[src/rtl/rx_core_pkg.sv]
// rx_core_pkg: shared types and constants for the
// multi-channel receive core control path.
package rx_core_pkg;

  localparam int SAMPLE_W = 16;

  typedef enum logic [1:0] {
    IDLE,
    APPLY,
    SETTLE,
    DONE
  } state_e;

  localparam logic [1:0] MODE_NORMAL = 2'd0;
  localparam logic [1:0] MODE_ADC    = 2'd1;
  localparam logic [1:0] MODE_ZERO   = 2'd2;
  localparam logic [1:0] MODE_HOLD   = 2'd3;

  typedef struct packed {
    logic                ddc;
    logic                duc;
    logic [SAMPLE_W-1:0] data;
  } chan_wr_t;

endpackage

[src/rtl/rx_core_chan_slice.sv]
// rx_core_chan_slice: one channel's shadow/active increments,
// settle counter and registered DAC output mux.
module rx_core_chan_slice
  import rx_core_pkg::*;
#(
  parameter int NUMBER_OF_LINE = 8,
  parameter int SETTLE_CYCLES  = 64
) (
  input  logic                                 clock,
  input  logic                                 reset,
  input  chan_wr_t                             wr,
  input  logic                                 apply,
  input  logic [1:0]                           mode,
  input  logic [SAMPLE_W*NUMBER_OF_LINE-1:0]   adc_data,
  input  logic [SAMPLE_W*NUMBER_OF_LINE-1:0]   chan_data,
  output logic [SAMPLE_W-1:0]                  ddc_inc,
  output logic [SAMPLE_W-1:0]                  duc_inc,
  output logic                                 dirty,
  output logic                                 settle_last,
  output logic [SAMPLE_W*NUMBER_OF_LINE-1:0]   dac_data
);

  localparam int DW = SAMPLE_W * NUMBER_OF_LINE;
  localparam logic [15:0] SETTLE_LD = 16'(SETTLE_CYCLES);

  logic [SAMPLE_W-1:0] ddc_sh_q, ddc_sh_d;
  logic [SAMPLE_W-1:0] duc_sh_q, duc_sh_d;
  logic [SAMPLE_W-1:0] ddc_act_q, ddc_act_d;
  logic [SAMPLE_W-1:0] duc_act_q, duc_act_d;
  logic                dirty_q, dirty_d;
  logic [15:0]         cnt_q, cnt_d;
  logic [DW-1:0]       dac_q, dac_d;
  logic                blank;

  assign blank       = (cnt_q != 16'd0);
  assign settle_last = (cnt_q <= 16'd1);
  assign ddc_inc     = ddc_act_q;
  assign duc_inc     = duc_act_q;
  assign dirty       = dirty_q;
  assign dac_data    = dac_q;

  always_comb begin
    ddc_sh_d  = ddc_sh_q;
    duc_sh_d  = duc_sh_q;
    ddc_act_d = ddc_act_q;
    duc_act_d = duc_act_q;
    dirty_d   = dirty_q;
    cnt_d     = cnt_q;
    if (blank) begin
      cnt_d = cnt_q - 16'd1;
    end
    if (apply && dirty_q) begin
      ddc_act_d = ddc_sh_q;
      duc_act_d = duc_sh_q;
      dirty_d   = 1'b0;
      cnt_d     = SETTLE_LD;
    end
    // writes only land while idle, never alongside apply
    if (wr.ddc) begin
      ddc_sh_d = wr.data;
      dirty_d  = 1'b1;
    end
    if (wr.duc) begin
      duc_sh_d = wr.data;
      dirty_d  = 1'b1;
    end
  end

  always_comb begin
    dac_d = dac_q;
    unique case (1'b1)
      (mode == MODE_NORMAL): dac_d = blank ? '0 : chan_data;
      (mode == MODE_ADC):    dac_d = adc_data;
      (mode == MODE_ZERO):   dac_d = '0;
      (mode == MODE_HOLD):   dac_d = dac_q;
    endcase
  end

  always_ff @(posedge clock) begin
    if (reset) begin
      ddc_sh_q  <= '0;
      duc_sh_q  <= '0;
      ddc_act_q <= '0;
      duc_act_q <= '0;
      dirty_q   <= 1'b0;
      cnt_q     <= '0;
      dac_q     <= '0;
    end else begin
      ddc_sh_q  <= ddc_sh_d;
      duc_sh_q  <= duc_sh_d;
      ddc_act_q <= ddc_act_d;
      duc_act_q <= duc_act_d;
      dirty_q   <= dirty_d;
      cnt_q     <= cnt_d;
      dac_q     <= dac_d;
    end
  end

endmodule

[src/rtl/rx_core_mc.sv]
// rx_core_mc: config decode, commit FSM and per-channel
// slices for the multi-channel receive core.
module rx_core_mc
  import rx_core_pkg::*;
#(
  parameter int NUMBER_OF_LINE = 8,
  parameter int NUM_CHANNELS   = 3,
  parameter int SETTLE_CYCLES  = 64
) (
  input  logic                    clock,
  input  logic                    reset,
  input  logic                    cfg_valid,
  output logic                    cfg_ready,
  input  logic [2:0]              cfg_chan,
  input  logic                    cfg_sel,
  input  logic [15:0]             cfg_data,
  output logic                    cfg_err,
  input  logic                    commit,
  output logic                    commit_done,
  input  logic [2*NUM_CHANNELS-1:0] output_select,
  output logic [16*NUM_CHANNELS-1:0] ddc_phase_inc,
  output logic [16*NUM_CHANNELS-1:0] duc_phase_inc,
  input  logic [16*NUMBER_OF_LINE-1:0] adc_data,
  input  logic [16*NUMBER_OF_LINE*NUM_CHANNELS-1:0] chan_data,
  output logic [16*NUMBER_OF_LINE*NUM_CHANNELS-1:0] dac_data
);

  localparam int DW = SAMPLE_W * NUMBER_OF_LINE;

  state_e state_q, state_d;
  logic   pending_q, pending_d;
  logic   done_q, done_d;
  logic   err_q, err_d;

  logic [NUM_CHANNELS-1:0] dirty;
  logic [NUM_CHANNELS-1:0] settle_last;
  logic apply;
  logic chan_ok;
  logic accept;
  logic wr_ok;

  assign cfg_ready   = !reset && (state_q == IDLE);
  assign cfg_err     = err_q;
  assign commit_done = done_q;
  assign apply       = (state_q == APPLY);
  assign chan_ok     = {29'd0, cfg_chan} < 32'(NUM_CHANNELS);
  assign accept      = cfg_valid && cfg_ready;
  assign wr_ok       = accept && chan_ok;

  always_comb begin
    err_d = err_q;
    if (accept && !chan_ok) begin
      err_d = 1'b1;
    end
  end

  always_comb begin
    state_d   = state_q;
    pending_d = pending_q;
    done_d    = 1'b0;
    unique case (1'b1)
      (state_q == IDLE): begin
        if (commit) state_d = APPLY;
      end
      (state_q == APPLY): begin
        if (commit) pending_d = 1'b1;
        if (|dirty) begin
          state_d = SETTLE;
        end else begin
          state_d = DONE;
          done_d  = 1'b1;
        end
      end
      (state_q == SETTLE): begin
        if (commit) pending_d = 1'b1;
        // every counter reaches zero on this edge
        if (&settle_last) begin
          state_d = DONE;
          done_d  = 1'b1;
        end
      end
      (state_q == DONE): begin
        if (pending_q || commit) begin
          state_d   = APPLY;
          pending_d = 1'b0;
        end else begin
          state_d = IDLE;
        end
      end
    endcase
  end

  always_ff @(posedge clock) begin
    if (reset) begin
      state_q   <= IDLE;
      pending_q <= 1'b0;
      done_q    <= 1'b0;
      err_q     <= 1'b0;
    end else begin
      state_q   <= state_d;
      pending_q <= pending_d;
      done_q    <= done_d;
      err_q     <= err_d;
    end
  end

  for (genvar i = 0; i < NUM_CHANNELS; i++) begin : g_ch
    chan_wr_t wr;
    logic     hit;

    assign hit     = wr_ok && (cfg_chan == 3'(i));
    assign wr.ddc  = hit && !cfg_sel;
    assign wr.duc  = hit && cfg_sel;
    assign wr.data = cfg_data;

    rx_core_chan_slice #(
      .NUMBER_OF_LINE(NUMBER_OF_LINE),
      .SETTLE_CYCLES (SETTLE_CYCLES)
    ) u_slice (
      .clock      (clock),
      .reset      (reset),
      .wr         (wr),
      .apply      (apply),
      .mode       (output_select[2*i +: 2]),
      .adc_data   (adc_data),
      .chan_data  (chan_data[i*DW +: DW]),
      .ddc_inc    (ddc_phase_inc[i*SAMPLE_W +: SAMPLE_W]),
      .duc_inc    (duc_phase_inc[i*SAMPLE_W +: SAMPLE_W]),
      .dirty      (dirty[i]),
      .settle_last(settle_last[i]),
      .dac_data   (dac_data[i*DW +: DW])
    );
  end

endmodule
[config.mk]
export PLATFORM = sky130hd
export DESIGN_NAME = rx_core_mc
export DESIGN_NICKNAME = d
export VERILOG_FILES = /design/src/rtl/rx_core_pkg.sv /design/src/rtl/rx_core_chan_slice.sv /design/src/rtl/rx_core_mc.sv
export SDC_FILE = /design/constraint.sdc
export NUM_CORES = 1
export LEC_CHECK = 0
export BUFFER_PORTS_ARGS = -buffer_cell sky130_fd_sc_hd__clkbuf_2
export CAP_MARGIN = 10
export CORE_AREA = 2 2 402 404
export DETAILED_ROUTE_END_ITERATION = 16
export DIE_AREA = 0 0 404 406
export PLACE_DENSITY = 0.46
export SETUP_SLACK_MARGIN = 0.1
export SLEW_MARGIN = 10
export SYNTH_ARGS = -nofsm -noshare
export SYNTH_HDL_FRONTEND = slang
export SYNTH_HIERARCHICAL = 1
export SYNTH_SLANG_ARGS = --single-unit
[constraint.sdc]
create_clock -name clock -period 2.3 [get_ports clock]
set_input_delay 0.115 -clock clock [delete_from_list [all_inputs] [get_ports clock]]
set_output_delay 0.115 -clock clock [all_outputs]
set_load 0.02 [all_outputs]
# [Word-level counts from Yosys, hierarchy flattened]
# Cells that the tools add are included.
[classes] mul=0 n_reduce_logical=43 add_sub_neg=3 bitwise_logic=0 div=0 order_cmp=4 mux=32 shifts=0 n_eq_ne=18
[ops] op="128-bit case mux with 3 select lines" n=3
[ops] op="128-bit 2-to-1 mux" n=3
[ops] op="16-bit by 1-bit <= comparator with 1-bit output (second input constant)" n=3
[ops] op="16-bit nonzero test" n=3
[ops] op="16-bit by 1-bit subtractor with 16-bit output (second input constant)" n=3
[ops] op="7-bit 2-to-1 mux" n=6
[ops] op="2-bit == test (second input constant)" n=8
[ops] op="1-bit logical AND" n=16
[ops] op="1-bit 2-to-1 mux" n=15
[ops] op="3-bit nonzero test" n=3
[ops] op="2-bit by 1-bit == test with 1-bit output (second input constant)" n=4
[ops] op="2-bit zero test" n=4
[ops] op="2-bit case mux with 4 select lines" n=1
[ops] op="2-bit nonzero test" n=4
[ops] op="2-bit OR reduction" n=4
[ops] op="2-bit by 1-bit inequality test with 1-bit output (second input constant)" n=3
[ops] op="3-bit AND reduction" n=2
[ops] op="2-bit 2-to-1 mux" n=2
[ops] op="1-bit case mux with 2 select lines" n=2
[ops] op="3-bit by 1-bit == test with 1-bit output (second input constant)" n=1
[ops] op="3-bit by 2-bit == test with 1-bit output (second input constant)" n=1
[ops] op="1-bit zero test" n=3
[ops] op="3-bit zero test" n=1
[ops] op="3-bit by 2-bit less-than comparator with 1-bit output (second input constant)" n=1
[ops] op="4 further kinds" n=4
[word_totals] reg_bits=632 ramBits=0 n_memories=0 romBits=0 out_inout_bits=483 input_bits=542 word_cells=128 latchBits=0

# [Logic depth before layout (Yosys ltp)]
# Gate-level depths: netlist (run 1).
[depth] ltp_word=8 depth_mapped=9 mapped_depth_nobuf=7

# [By module]
# Netlist (run 1), hierarchy kept.
[modules_own_cells] module="rx_core_chan_slice (g_ch[1].u_slice ...)" area_each_um2=10421.2 instances=2 cells_each=1076 seq_area_each_um2=4184.0
[modules_own_cells] module="rx_core_chan_slice (g_ch[0].u_slice)" area_each_um2=10427.5 instances=1 cells_each=1076 seq_area_each_um2=4184.0
[modules_own_cells] module="rx_core_mc" area_each_um2=429.2 instances=1 cells_each=42 seq_area_each_um2=100.1

# [Worst setup path after synthesis (run 1)]
# OpenSTA, ideal clock, no wires.
[synth_timing] path_type="register -> register" from="register state_q[0]" to="register g_ch[1].u_slice.ddc_sh_q[10]" path_stages_with_launch=10 arrival_ps=2195 path_buffers=2 setup_time_ps=128 slack_ps=-22 synth_period_minus_slack_ps=2322 required_time_ps=2172 cell_sequence="dfxtp_1 -> inv_1 -> ha_1 -> and4bb_4 -> nand2b_4 -> nor3b_2 -> clkbuf_1 -> clkbuf_1 -> mux2i_1 -> nor2_1"
[synth_rtl] item="from (decl)" line_no="rx_core_mc.sv:30" source="state_e state_q, state_d;"
[synth_rtl] item="from (signal assigned)" line_no="rx_core_mc.sv:100" source="state_q <= state_d;"
[synth_rtl] item="to (signal assigned)" line_no="rx_core_chan_slice.sv:89" source="ddc_sh_q <= ddc_sh_d;"
[synth_rtl] item="to (decl)" line_no="rx_core_chan_slice.sv:26" source="logic [SAMPLE_W-1:0] ddc_sh_q, ddc_sh_d;"

# [Worst setup path after layout (run 1)]
[layout_timing] from="register g_ch[0].u_slice.cnt_q[10]" to="register g_ch[0].u_slice.dac_q[80]"
[layout_between] elab_chain_len=3
[layout_rtl] item="from (decl)" line_no="rx_core_chan_slice.sv:31" source="logic [15:0] cnt_q, cnt_d;"
[layout_rtl] item="from (signal assigned)" line_no="rx_core_chan_slice.sv:94" source="cnt_q <= cnt_d;"
[layout_rtl] item="16-bit nonzero test" line_no="rx_core_chan_slice.sv:35" source="assign blank = (cnt_q != 16'd0);"
[layout_rtl] item="128-bit 2-to-1 mux" line_no="rx_core_chan_slice.sv:72" source="(mode == MODE_NORMAL): dac_d = blank ? '0 : chan_data;"
[layout_rtl] item="128-bit case mux with 3 select lines" line_no="rx_core_chan_slice.sv:71" source="unique case (1'b1)"
[layout_rtl] item="to (signal assigned)" line_no="rx_core_chan_slice.sv:87" source="dac_q <= '0;"
[layout_rtl] item="to (signal assigned)" line_no="rx_core_chan_slice.sv:95" source="dac_q <= dac_d;"
[layout_rtl] item="to (decl)" line_no="rx_core_chan_slice.sv:32" source="logic [DW-1:0] dac_q, dac_d;"
# Every way passes these cells.
# A chain may end at the register's enable or synchronous reset.

==> summary.md, run 1 <==
| Metric | Value |
|---|---|
| WL per Instance | `24.41 µm` |
| First-pass GRT wire length | `233.0 mm` |
| Drt first-iter violations | `2113` |
| Core Area | `0.1596 mm²` |
| Outcome | `completed` |
| Most frequent CP cell | `buf_16` |
| Least-Margin Pin Slew | `approximately 0.76 ns` |
| Clock Sinks | `632` |
| Post-synth ARST share | `0` |
| Hold/Removal Path Class | `input port to flop` |
| Clk Tree Root Cell | `clkbuf_16` |
| Row cnt | `147` |
| Final setup fails | `0` |
| Pre-antenna DRT Iters | `5` |
| Gr usage total | `0.1948` |
| Slowest CP cell | `or4_4` |
| Vias | `32040` |
| Clock Latency Late Sink | `0.70 ns` |
| Yosys warning count | `6` |
| RSZ-0062 raised after global routing | `true` |
| Clock share of power | `0.287` |
| Detailed placer's ending HPWL | `about 120 mm` |
| Clk_skew | `0.04917 ns` |
| Util after Layout | `0.3226` |
| Pre-CTS setup slack | `-0.1520 ns` |
| Grt ovf | `0` |
| Register share of total power | `0.269` |
| Max-slew violation count | `0` |
| Routed Wire Length | `172.2 mm` |
| Switching power total | `17.91 mW` |
| Setup TNS | `0 ns` |
| Required @ worst endpoint | `between 2 and 3 ns` |
| Nets | `5447` |
| CP Class | `flop to flop` |
| VDD IR max | `roughly 0.5 mV` |
| DRT antenna net count | `0` |
| Minimum clock period | `~2.3 ns` |
| Syn Area/Cell | `9.694 µm²` |
| Clk buf depth | `3` |
| Share of cells above drive strength 1 | `0.4545` |
| Htree depth | `3` |
| Final hold vios | `0` |
| CTS tree | `done` |
| Vias/cell | `4.541` |
| Critical path's largest stage delay | `0.57 ns` |
| CP Launch Type | `flop` |
| Post-route cell area | `roughly 0.052 mm²` |
| Post-synth cell types | `56` |
| Sw frac | `0.3758` |
| Final Cycle Share | `0.9975` |
| Main synth FF type | `dfxtp_1` |
| Fmax | `435.9 MHz` |
| Die Y-Extent | `406 µm` |
| Initial antenna violation count | `21` |
| Critical Path, Cell by Cell | `or4_4 > nor4_4 > buf_6 > buf_16 > buf_12 > buf_16 > nand3_4 > a211oi_2` |
| Remaining DRCs | `0` |
| I/O pins | `1025` |
| Synthesized cell area | `0.03170 mm²` |
| Pwr per Cell Area | `slightly above 900 mW/mm²` |
| CP Capture Type | `flop` |
| Combinational share of power | `0.444` |
| Clock slew at reported path FFs | `0.06 ns` |
| Sequential area share after synthesis | `0.3991` |
| Syn nets | `between 3000 and 4000` |
| Max-slew headroom | `0.4954` |
| Yosys reg bits | `632` |
| CTS buffer count | `82` |
| Pin count of the biggest net entering global routing | `91` |
| Post-Syn Instances | `roughly 3300` |
| Starting density of the core | `0.1986` |
| Post-place instance area | `0.03968 mm²` |
| LEAKAGE | `19.16 nW` |
| Quantity of I/O buffers inserted on ports | `1024` |
| Post-synth EDFFs | `0` |
| Maxcap violations | `0` |
| Final Power | `47.66 mW` |
| Arrival @ worst endpoint | `2.86 ns` |
| Die boundary width | `404 µm` |
| Final setup margin | `0.005672 ns` |
| Crit-path max FO | `7` |
| Vias in the first global route | `approximately 32000` |
| Gp weighted congestion | `between 0.8 and 0.9` |
| Area Overhead vs Synth | `62.49%` |
| Internal power | `29.75 mW` |
| Die area | `~0.16 mm²` |
## cell usage after synthesis (12+ instances only)
| library cell | n | area, µm² |
|---|---|---|
| a211oi_1 | 27 | 202.7 |
| a211oi_2 | 361 | 4517 |
| a21oi_1 | 510 | 2552 |
| buf_12 | 33 | 660.6 |
| buf_6 | 39 | 439.2 |
| clkbuf_1 | 229 | 859.6 |
| dfxtp_1 | 632 | 12650 |
| ha_1 | 17 | 212.7 |
| inv_1 | 12 | 45.04 |
| mux2i_1 | 98 | 980.9 |
| nand2_1 | 217 | 814.5 |
| nand2b_1 | 12 | 75.07 |
| nand3_1 | 88 | 440.4 |
| nand3_2 | 300 | 3003 |
| nor2_1 | 120 | 450.4 |
| nor2b_1 | 388 | 2427 |
| nor4_1 | 20 | 125.1 |
| o31ai_1 | 14 | 105.1 |
| or4_1 | 23 | 172.7 |
## power groups by stage
stage               combinational (mW)  sequential, mW  clock, mW
global placement                  13.6            13.0          0
floorplan                         8.13            13.8          0
detailed placement                13.6            13.0          0
global route                      22.2            12.9       14.5
CTS                               18.0            12.8       14.1
finish                            21.2            12.8       13.7
## placed cells by master (no fill, tap or decap), types with 72 or more instances in the layout
cell and instances:
mux2i_1 98, dfxtp_1 626, clkbuf_16 98, nand3_4 145, nand2_1 217, a21oi_1 510, nor2b_1 385, clkbuf_2 1023
buf_12 72, buf_4 144, a211oi_2 384, nor2_1 120, dlygate4sd3_1 536, nand3_2 215
## flip-flops by register name (all words and copies together), names as in the netlist
name and flops:
cfg_err 1, commit_done 1, g_ch.u_slice/cnt_q 48, g_ch.u_slice/dac_data 384
g_ch.u_slice/ddc_inc 48, g_ch.u_slice/ddc_sh_q 48, g_ch.u_slice/dirty 3, g_ch.u_slice/duc_inc 48
g_ch.u_slice/duc_sh_q 48, pending_q 1, state_q 2
## cells by family after synthesis
group | count (synthesis) | share of synthesized area
adder cells (fa/ha/maj) | 17 | 0.006710
buffers and inverters | 333 | 0.06619
flip-flops | 632 | 0.3991
multiplexers | 98 | 0.03095
AO/OA/AOI/OAI | 956 | 0.2430
AND/OR/NAND/NOR | 1228 | 0.2523
XOR/XNOR | 6 | 0.001658
## metal layers
metal	vias up	part of all wire	GRT usage
met5	-	0.00062	0
met4	16	0.056	0.1048
met3	319	0.062	0.04154
met2	1196	0.47	0.3292
met1	15520	0.41	0.2301
li1	14990	-	-
## metrics by stage
step	std cells	hold slack, ns
CTS	6999	0.02601
floorplan	3270	0.1796
detailed placement	6264	0.3790
global route	7042	0.07768
global placement	6264	0.3750
finish	7055	0.1018
## area by class of cell
cell class | count | area [µm²]
diodes | 16 | 40.04
clock buffers | 121 | 2409
clock inverters | 28 | 424.2
fillers | 16430 | 108100
inverters | 12 | 45.04
multi-input cells | 2305 | 18650
flip-flops and latches | 632 | 12660
well taps | 2086 | 2610
repair buffers | 1855 | 14660
## critical path, delay by kind of cell (launching register included)
| kind | cells | cell delay [ns] |
|---|---|---|
| simple gates | 3 | 0.96 |
| buf+inv | 4 | 0.63 |
| flops | 1 | 0.34 |
| compound gates | 1 | 0.22 |
## final timing paths
path	startpoint	endpoint	slack, ns	cells past startpoint
setup / recovery	g_ch[0].u_slice/cnt_q[10]	g_ch[0].u_slice/dac_data[80]	0.006	8
hold / removal	output_select[1]	g_ch[0].u_slice/dac_data[12]	0.10	4
setup reg to reg	g_ch[0].u_slice/cnt_q[10]	g_ch[0].u_slice/dac_data[80]	0.006	8
hold reg to reg	g_ch[2].u_slice/duc_sh_q[4]	g_ch[2].u_slice/duc_inc[4]	0.45	2
## what timing repair did
item                       CTS  global route
gates cloned                17            19
pin swaps                  168           380
resized for setup          146           227
hold buffers               536             0
hold endpoints to repair   529             0
setup endpoints to repair  329           381
buffers inserted            34            22
Note: power is estimated with default switching activity, not from simulation.
==> run 2, diff against run 1 <==
--- a/config.mk
+++ b/config.mk
@@ -7,13 +7,12 @@
 export LEC_CHECK = 0
 export BUFFER_PORTS_ARGS = -buffer_cell sky130_fd_sc_hd__clkbuf_2
 export CAP_MARGIN = 10
-export CORE_AREA = 2 2 402 404
+export CORE_AREA = 2 2 396 398
 export DETAILED_ROUTE_END_ITERATION = 16
-export DIE_AREA = 0 0 404 406
-export PLACE_DENSITY = 0.46
+export DIE_AREA = 0 0 398 400
+export PLACE_DENSITY = 0.44
 export SETUP_SLACK_MARGIN = 0.1
 export SLEW_MARGIN = 10
 export SYNTH_ARGS = -nofsm -noshare
 export SYNTH_HDL_FRONTEND = slang
-export SYNTH_HIERARCHICAL = 1
 export SYNTH_SLANG_ARGS = --single-unit
==> run 2 against run 1 <==
The run now ends with setup timing left. Combinational power decreased by 33%. Clock skew decreased by 0.024 ns. Non-clock buffer count decreased by 75. Register-to-register slack got worse by 0.02 ns. Global-route usage decreased by 1.1 points. Setup slack got worse by 0.021 ns. Fmax decreased by 0.90%. Sequential share of layout area increased by 3.0 points. Wire length decreased by 7.2%. Core utilization decreased by 2.7 points. Clock power decreased by 4%. Worst hold slack got worse by 0.033 ns. Highest routed layer unchanged.
==> summary.md, run 2 <==
| Metric | Value |
|---|---|
| Outcome | `finished, violations left` |
| Failing checks | `setup timing` |
| Quantity of I/O buffers inserted on ports | `just over 1000` |
| Final Cycle Share | `1.007` |
| Post-Syn Instances | `roughly 2900` |
| Sequential area share after synthesis | `0.4639` |
| Multi-input gate area | `0.01454 mm²` |
| Core Area | `around 0.16 mm²` |
| Required @ worst endpoint | `2.90 ns` |
| Yosys warning count | `0` |
| Area leader, netlist | `dfxtp_1` |
| Share of cells above drive strength 1 | `0.4004` |
| Clock slew at reported path FFs | `0.06 ns` |
| Fillers | `16340` |
| Vias | `slightly below 30000` |
| LEAKAGE | `19.09 nW` |
| Clock Sinks | `between 600 and 700` |
| Most frequent cells in the layout | `clkbuf_2 (1023), dfxtp_1 (619), dlygate4sd3_1 (531), nor2b_1 (391), nor3_1 (273)` |
| Drt first-iter violations | `2240` |
| Non-Filler Instances | `6568` |
| Area Overhead vs Synth | `68.33%` |
| VDD IR max | `0.4828 mV` |
| Pre-antenna DRT Iters | `6` |
| Initial antenna violation count | `23` |
| Post-synth ARST share | `0` |
| Util after Layout | `0.2960` |
| Die area | `0.1592 mm²` |
| Row cnt | `roughly 150` |
| CTS buffer count | `between 80 and 90` |
| Pre-CTS setup slack | `-0.1021 ns` |
| Minimum clock period | `roughly 2.3 ns` |
| Number of flip-flops under the largest register name | `384` |
| CP Capture Type | `flop` |
| Die boundary width | `398 µm` |
| Final setup fails | `1` |
| Gr usage total | `0.1836` |
| Clock Latency Late Sink | `0.69 ns` |
| Grt met3 use | `0.05615` |
| DRT antenna net count | `0` |
| M1 GR Usage | `0.2337` |
| Fmax | `431.9 MHz` |
| Top post-synthesis cells by area | `dfxtp_1 (46%), nor2b_1 (9.0%), a221oi_1 (8.5%)` |
| Least-Margin Pin Slew | `1.126 ns` |
| Final hold vios | `0` |
| Starting density of the core | `0.1758` |
| Yosys reg bits | `around 630` |
| Vias/cell | `4.484` |
| Detailed placer's ending HPWL | `116.6 mm` |
| Clk buf depth | `3` |
| Post-synth cell types | `50` |
| Die Y-Extent | `400 µm` |
| Maxcap violations | `0` |
| Htree depth | `3` |
| I/O pins | `1025` |
| Grt ovf | `0` |
| Gp weighted congestion | `between 0.8 and 0.9` |
| Final setup margin | `-0.01525 ns` |
| Remaining DRCs | `0` |
| Pwr per Cell Area | `875.1 mW/mm²` |
| WL per Instance | `24.34 µm` |
| Max-slew violation count | `0` |
| Post-route cell area | `0.04591 mm²` |
| Max-slew headroom | `0.2490` |
| Yosys top cell area share | `0.4639` |
| CP Class | `flop to flop` |
| Main synth FF type | `dfxtp_1` |
| Crit-path max FO | `2` |
| Clk_skew | `0.02543 ns` |
| Dpl cells | `between 5000 and 6000` |
| First-pass GRT wire length | `211.6 mm` |
| Register area | `between 0.01 and 0.015 mm²` |
| Post-place instance area | `0.03555 mm²` |
| Most frequent cells after synthesis | `dfxtp_1 (632), nor2b_1 (394), nor3_1 (293)` |
| Arrival @ worst endpoint | `~2.9 ns` |
| CTS tree | `done` |
| Hold/Removal Path Class | `input port to flop` |
| Most common cell in the netlist | `dfxtp_1` |
| Routed Wire Length | `159.9 mm` |
| Synthesized cell area | `0.02727 mm²` |
| Clk Tree Root Cell | `clkbuf_16` |
| Most common cell after layout, fill and taps aside | `clkbuf_2` |
| RSZ-0062 raised after global routing | `true` |
| CP Launch Type | `flop` |
| Syn nets | `3409` |
| Syn Area/Cell | `9.569 µm²` |
| Vias in the first global route | `~28000` |
| Post-synth EDFFs | `0` |
| Pin count of the biggest net entering global routing | `144` |
| Met2 GRT Util | `0.2843` |
| GRT Max-Usage Layer | `met2` |
| Nets | `4995` |
[run 2: worst paths after layout]
path / slack [ns] / startpoint / depth (start not counted) / to
max reg2reg: -0.02 / g_ch[2].u_slice.cnt_q[7] / 5 / state_q[1]
min: 0.07 / adc_data[25] / 3 / g_ch[2].u_slice.dac_data[25]
max: -0.02 / g_ch[2].u_slice.cnt_q[7] / 5 / state_q[1]
min reg2reg: 0.45 / g_ch[2].u_slice.ddc_sh_q[0] / 2 / g_ch[2].u_slice.ddc_inc[0]
[run 2: metrics by stage]
step	setup TNS (ns)	hold slack [ns]	power (mW)
2_1_floorplan	0	0.2510	19.30
3_3_place_gp	-3.736	0.3802	24.09
3_5_place_dp	-4.228	0.3907	24.13
4_1_cts	-0.008878	0.01422	39.29
5_1_grt	-1.759	0.04770	42.07
6_report	-0.01525	0.06920	40.18
[run 2: power by group]
group | switching, mW | internal, mW | leakage [nW]
combinational | 7.52 | 6.66 | 12.6
clock | 5.63 | 7.59 | 1.32
sequential | 0.755 | 12.0 | 5.16
[run 2: final cells by class]
type | instances | share of cell area
Clock buffer | 114 | 0.04990
Multi-Input combinational cell | 1928 | 0.3167
Inverter | 13 | 0.001063
Timing Repair Buffer | 1780 | 0.2909
Sequential cell | 632 | 0.2759
Tap cell | 2058 | 0.05609
Antenna cell | 10 | 0.0005451
Clock inverter | 33 | 0.008858
[run 2: critical path: stages, from the launching register on]
cell	delay [ns]
dfxtp_2	0.32
or4_4	0.54
or4_4	0.55
or4_4	0.51
a21oi_4	0.15
mux2i_1	0.18
[run 2: cells by family after synthesis]
group           share of synthesized area
buf+inv                           0.05322
simple gates                       0.2566
mux                               0.02386
fa+ha+maj                        0.007799
flops                              0.4639
compound gates                     0.1840
xor+xnor                          0.01060
[run 2: layer usage]
metal,part of all wire,wire length (µm)
met1,0.42,66570
met2,0.45,72230
met3,0.086,13680
met4,0.046,7282
met5,0.00064,103
[run 2: what timing repair did]
item,in CTS,in global routing
buffers inserted,13,20
hold buffers,531,0
hold endpoints to repair,514,0
gates resized for setup,120,139
cloned,6,15
setup endpoints to repair,353,365
pin swaps,145,143
==> run 3, diff against run 2 <==
--- a/config.mk
+++ b/config.mk
@@ -8,6 +8,7 @@
 export BUFFER_PORTS_ARGS = -buffer_cell sky130_fd_sc_hd__clkbuf_2
 export CAP_MARGIN = 10
 export CORE_AREA = 2 2 396 398
+export CTS_BUF_LIST = sky130_fd_sc_hd__clkbuf_16
 export DETAILED_ROUTE_END_ITERATION = 16
 export DIE_AREA = 0 0 398 400
 export PLACE_DENSITY = 0.44
==> run 3 against run 2 <==
The run now ends clean. Worst hold slack improved by 0.0093 ns. Global-route usage grew 0.069 points. Non-clock buffer count grew 6. Register-to-register slack better by 0.02 ns. Clock skew grew 0.0039 ns. Flip-flop and latch count is the same. Sequential share of layout area fell by 0.089 points. Core utilization rose by 0.093 points. Largest power group unchanged. Die area is the same. Cell count barely moved. Clock-buffer cell count down 33. Critical path depth unchanged.
==> summary.md, run 3 (synthesis results as in run 2) <==
| Metric | Value |
|---|---|
| Critical Path, Cell by Cell | `or4_4 > or4_4 > or4_4 > a21oi_4 > mux2i_1` |
| Max-slew headroom | `0.1852` |
| Gp weighted congestion | `0.8960` |
| Fillers | `16310` |
| WL per Instance | `24.35 µm` |
| Minimum clock period | `between 2 and 2.5 ns` |
| Clock share of power | `0.316` |
| Most frequent cells in the layout | `clkbuf_2 (1023), dfxtp_1 (620), dlygate4sd3_1 (531), nor2b_1 (391), nor3_1 (275)` |
| Max-slew violation count | `0` |
| Critical path's largest stage delay | `roughly 0.54 ns` |
| Vias in the first global route | `roughly 28000` |
| Most common cell after layout, fill and taps aside | `clkbuf_2` |
| WP buf/inv | `0` |
| Nets | `5001` |
| Die Y-Extent | `400 µm` |
| Maxcap violations | `0` |
| Quantity of I/O buffers inserted on ports | `1024` |
| Register share of total power | `0.320` |
| Final setup fails | `0` |
| Internal power | `between 20 and 30 mW` |
| Vias | `29750` |
| CTS buffer count | `81` |
| Clk Tree Root Cell | `clkbuf_16` |
| Htree depth | `3` |
| Most frequent CP cell | `or4_4` |
| Sw frac | `0.3501` |
| Combinational share of power | `0.364` |
| CTS tree | `done` |
| Hold/Removal Path Class | `input port to flop` |
| Initial antenna violation count | `20` |
| Post-route cell area | `0.04605 mm²` |
| Hold Crit Depth | `3` |
| VDD IR max | `0.4790 mV` |
| Vias/cell | `4.526` |
| Drt first-iter violations | `roughly 2200` |
| Fmax | `435.1 MHz` |
| Routed Wire Length | `about 160 mm` |
| Final hold slack | `0.07851 ns` |
| I/O pins | `1025` |
| Clk buf depth | `3` |
| Arrival @ worst endpoint | `2.90 ns` |
| Pwr per Cell Area | `867.0 mW/mm²` |
| Final Cycle Share | `0.9994` |
| Crit-path max FO | `2` |
| Remaining DRCs | `0` |
| Gr usage total | `0.1843` |
| CP Launch Type | `flop` |
| Setup TNS | `0 ns` |
| Pin count of the biggest net entering global routing | `144` |
| CP Class | `flop to flop` |
| Die area | `0.1592 mm²` |
| Least-Margin Pin Slew | `~1.2 ns` |
| Post-place instance area | `approximately 0.036 mm²` |
| CP top delay family | `simple AND/OR/NAND/NOR gates` |
| Grt ovf | `0` |
| Clock Latency Late Sink | `0.69 ns` |
| Row cnt | `145` |
| Die boundary width | `398 µm` |
| Final Power | `~40 mW` |
| RSZ-0062 raised after global routing | `true` |
| Slowest CP cell | `or4_4` |
| Starting density of the core | `0.1758` |
| Core Area | `0.1551 mm²` |
| LEAKAGE | `19.18 nW` |
| Pre-antenna DRT Iters | `7` |
| CP Capture Type | `flop` |
| Clock slew at reported path FFs | `0.06 ns` |
| Number of flip-flops under the largest register name | `384` |
| Outcome | `completed` |
| DRT antenna net count | `0` |
| Switching power total | `13.98 mW` |
| Clock Sinks | `632` |
| Detailed placer's ending HPWL | `116.6 mm` |
| Worst path depth | `5` |
| First-pass GRT wire length | `roughly 210 mm` |
| Area Overhead vs Synth | `68.86%` |
| Required @ worst endpoint | `2.90 ns` |
| Clk_skew | `0.02931 ns` |
| Final hold vios | `0` |
| R2R depth | `5` |
| Share of cells above drive strength 1 | `0.4001` |
-- run 3: changes by cell type in the layout (fill, tap and decap cells not counted), moves of 2 or more --
cell       before  now
clkbuf_1       19    0
inv_1           9   28
clkbuf_8       14    0
clkinv_1        0   14
a221oi_1      132  121
a221oi_4       23   30
buf_4         128  122
buf_6          11   16
buf_8          10   15
a221oi_2      229  233
clkbuf_16      95   97
nor3_1        273  275
nor3_2        119  117
-- run 3: area by class of cell --
cell class	instances	area, µm²	area share
multi-input cells	1928	14680	0.3188
repair buffers	1786	13500	0.2931
flip-flops and latches	632	12670	0.2751
well taps	2058	2575	0.05591
clock buffers	81	2027	0.04401
clock inverters	66	530.5	0.01152
inverters	13	48.80	0.001060
diodes	9	22.52	0.0004890
-- run 3: power by group through the flow --
| stage | combinational (mW) | sequential [mW] | clock, mW |
|---|---|---|---|
| 2_1_floorplan | 5.62 | 13.7 | 0 |
| 3_3_place_gp | 11.2 | 12.9 | 0 |
| 3_5_place_dp | 11.2 | 13.0 | 0 |
| 4_1_cts | 13.1 | 12.8 | 13.0 |
| 5_1_grt | 15.5 | 12.9 | 13.5 |
| 6_report | 14.5 | 12.8 | 12.6 |
-- run 3: routing by layer --
| layer | share of wire | vias up | GRT usage |
|---|---|---|---|
| li1 | - | 13590 | - |
| met1 | 0.42 | 14430 | 0.2341 |
| met5 | 0.00049 | - | 0 |
| met3 | 0.085 | 341 | 0.05733 |
| met2 | 0.45 | 1385 | 0.2836 |
| met4 | 0.047 | 12 | 0.08529 |
-- run 3: worst paths after layout --
kind                          startpoint                      endpoint  slack (ns)
max             g_ch[2].u_slice.cnt_q[7]                    state_q[1]       0.001
min                         adc_data[20]  g_ch[2].u_slice.dac_data[20]        0.08
max reg2reg     g_ch[2].u_slice.cnt_q[7]                    state_q[1]       0.001
min reg2reg  g_ch[1].u_slice.ddc_sh_q[0]    g_ch[1].u_slice.ddc_inc[0]        0.45
-- run 3: per-stage QoR --
stage          worst slack (ns)  std cells    util
2_1_floorplan           0.02773       2850       -
3_3_place_gp           -0.09353       5829  0.2292
3_5_place_dp            -0.1021       5829  0.2292
4_1_cts               -0.004373       6526  0.2870
5_1_grt                -0.06528       6568  0.2968
6_report               0.001451       6573  0.2969
-- run 3: worst register-to-register path: stages (launching register included) --
cell and delay [ns]:
dfxtp_2 0.31, or4_4 0.54, or4_4 0.54, or4_4 0.51, a21oi_4 0.15, mux2i_1 0.18
-- run 3: timing repair --
item                                    in CTS  in global routing
hold endpoints to repair                   514                  0
buffers inserted                            13                 22
pin swaps                                  195                 97
endpoints found under the setup margin     353                368
hold buffers                               531                  0
gates resized for setup                    145                142
cloned                                       7                 17
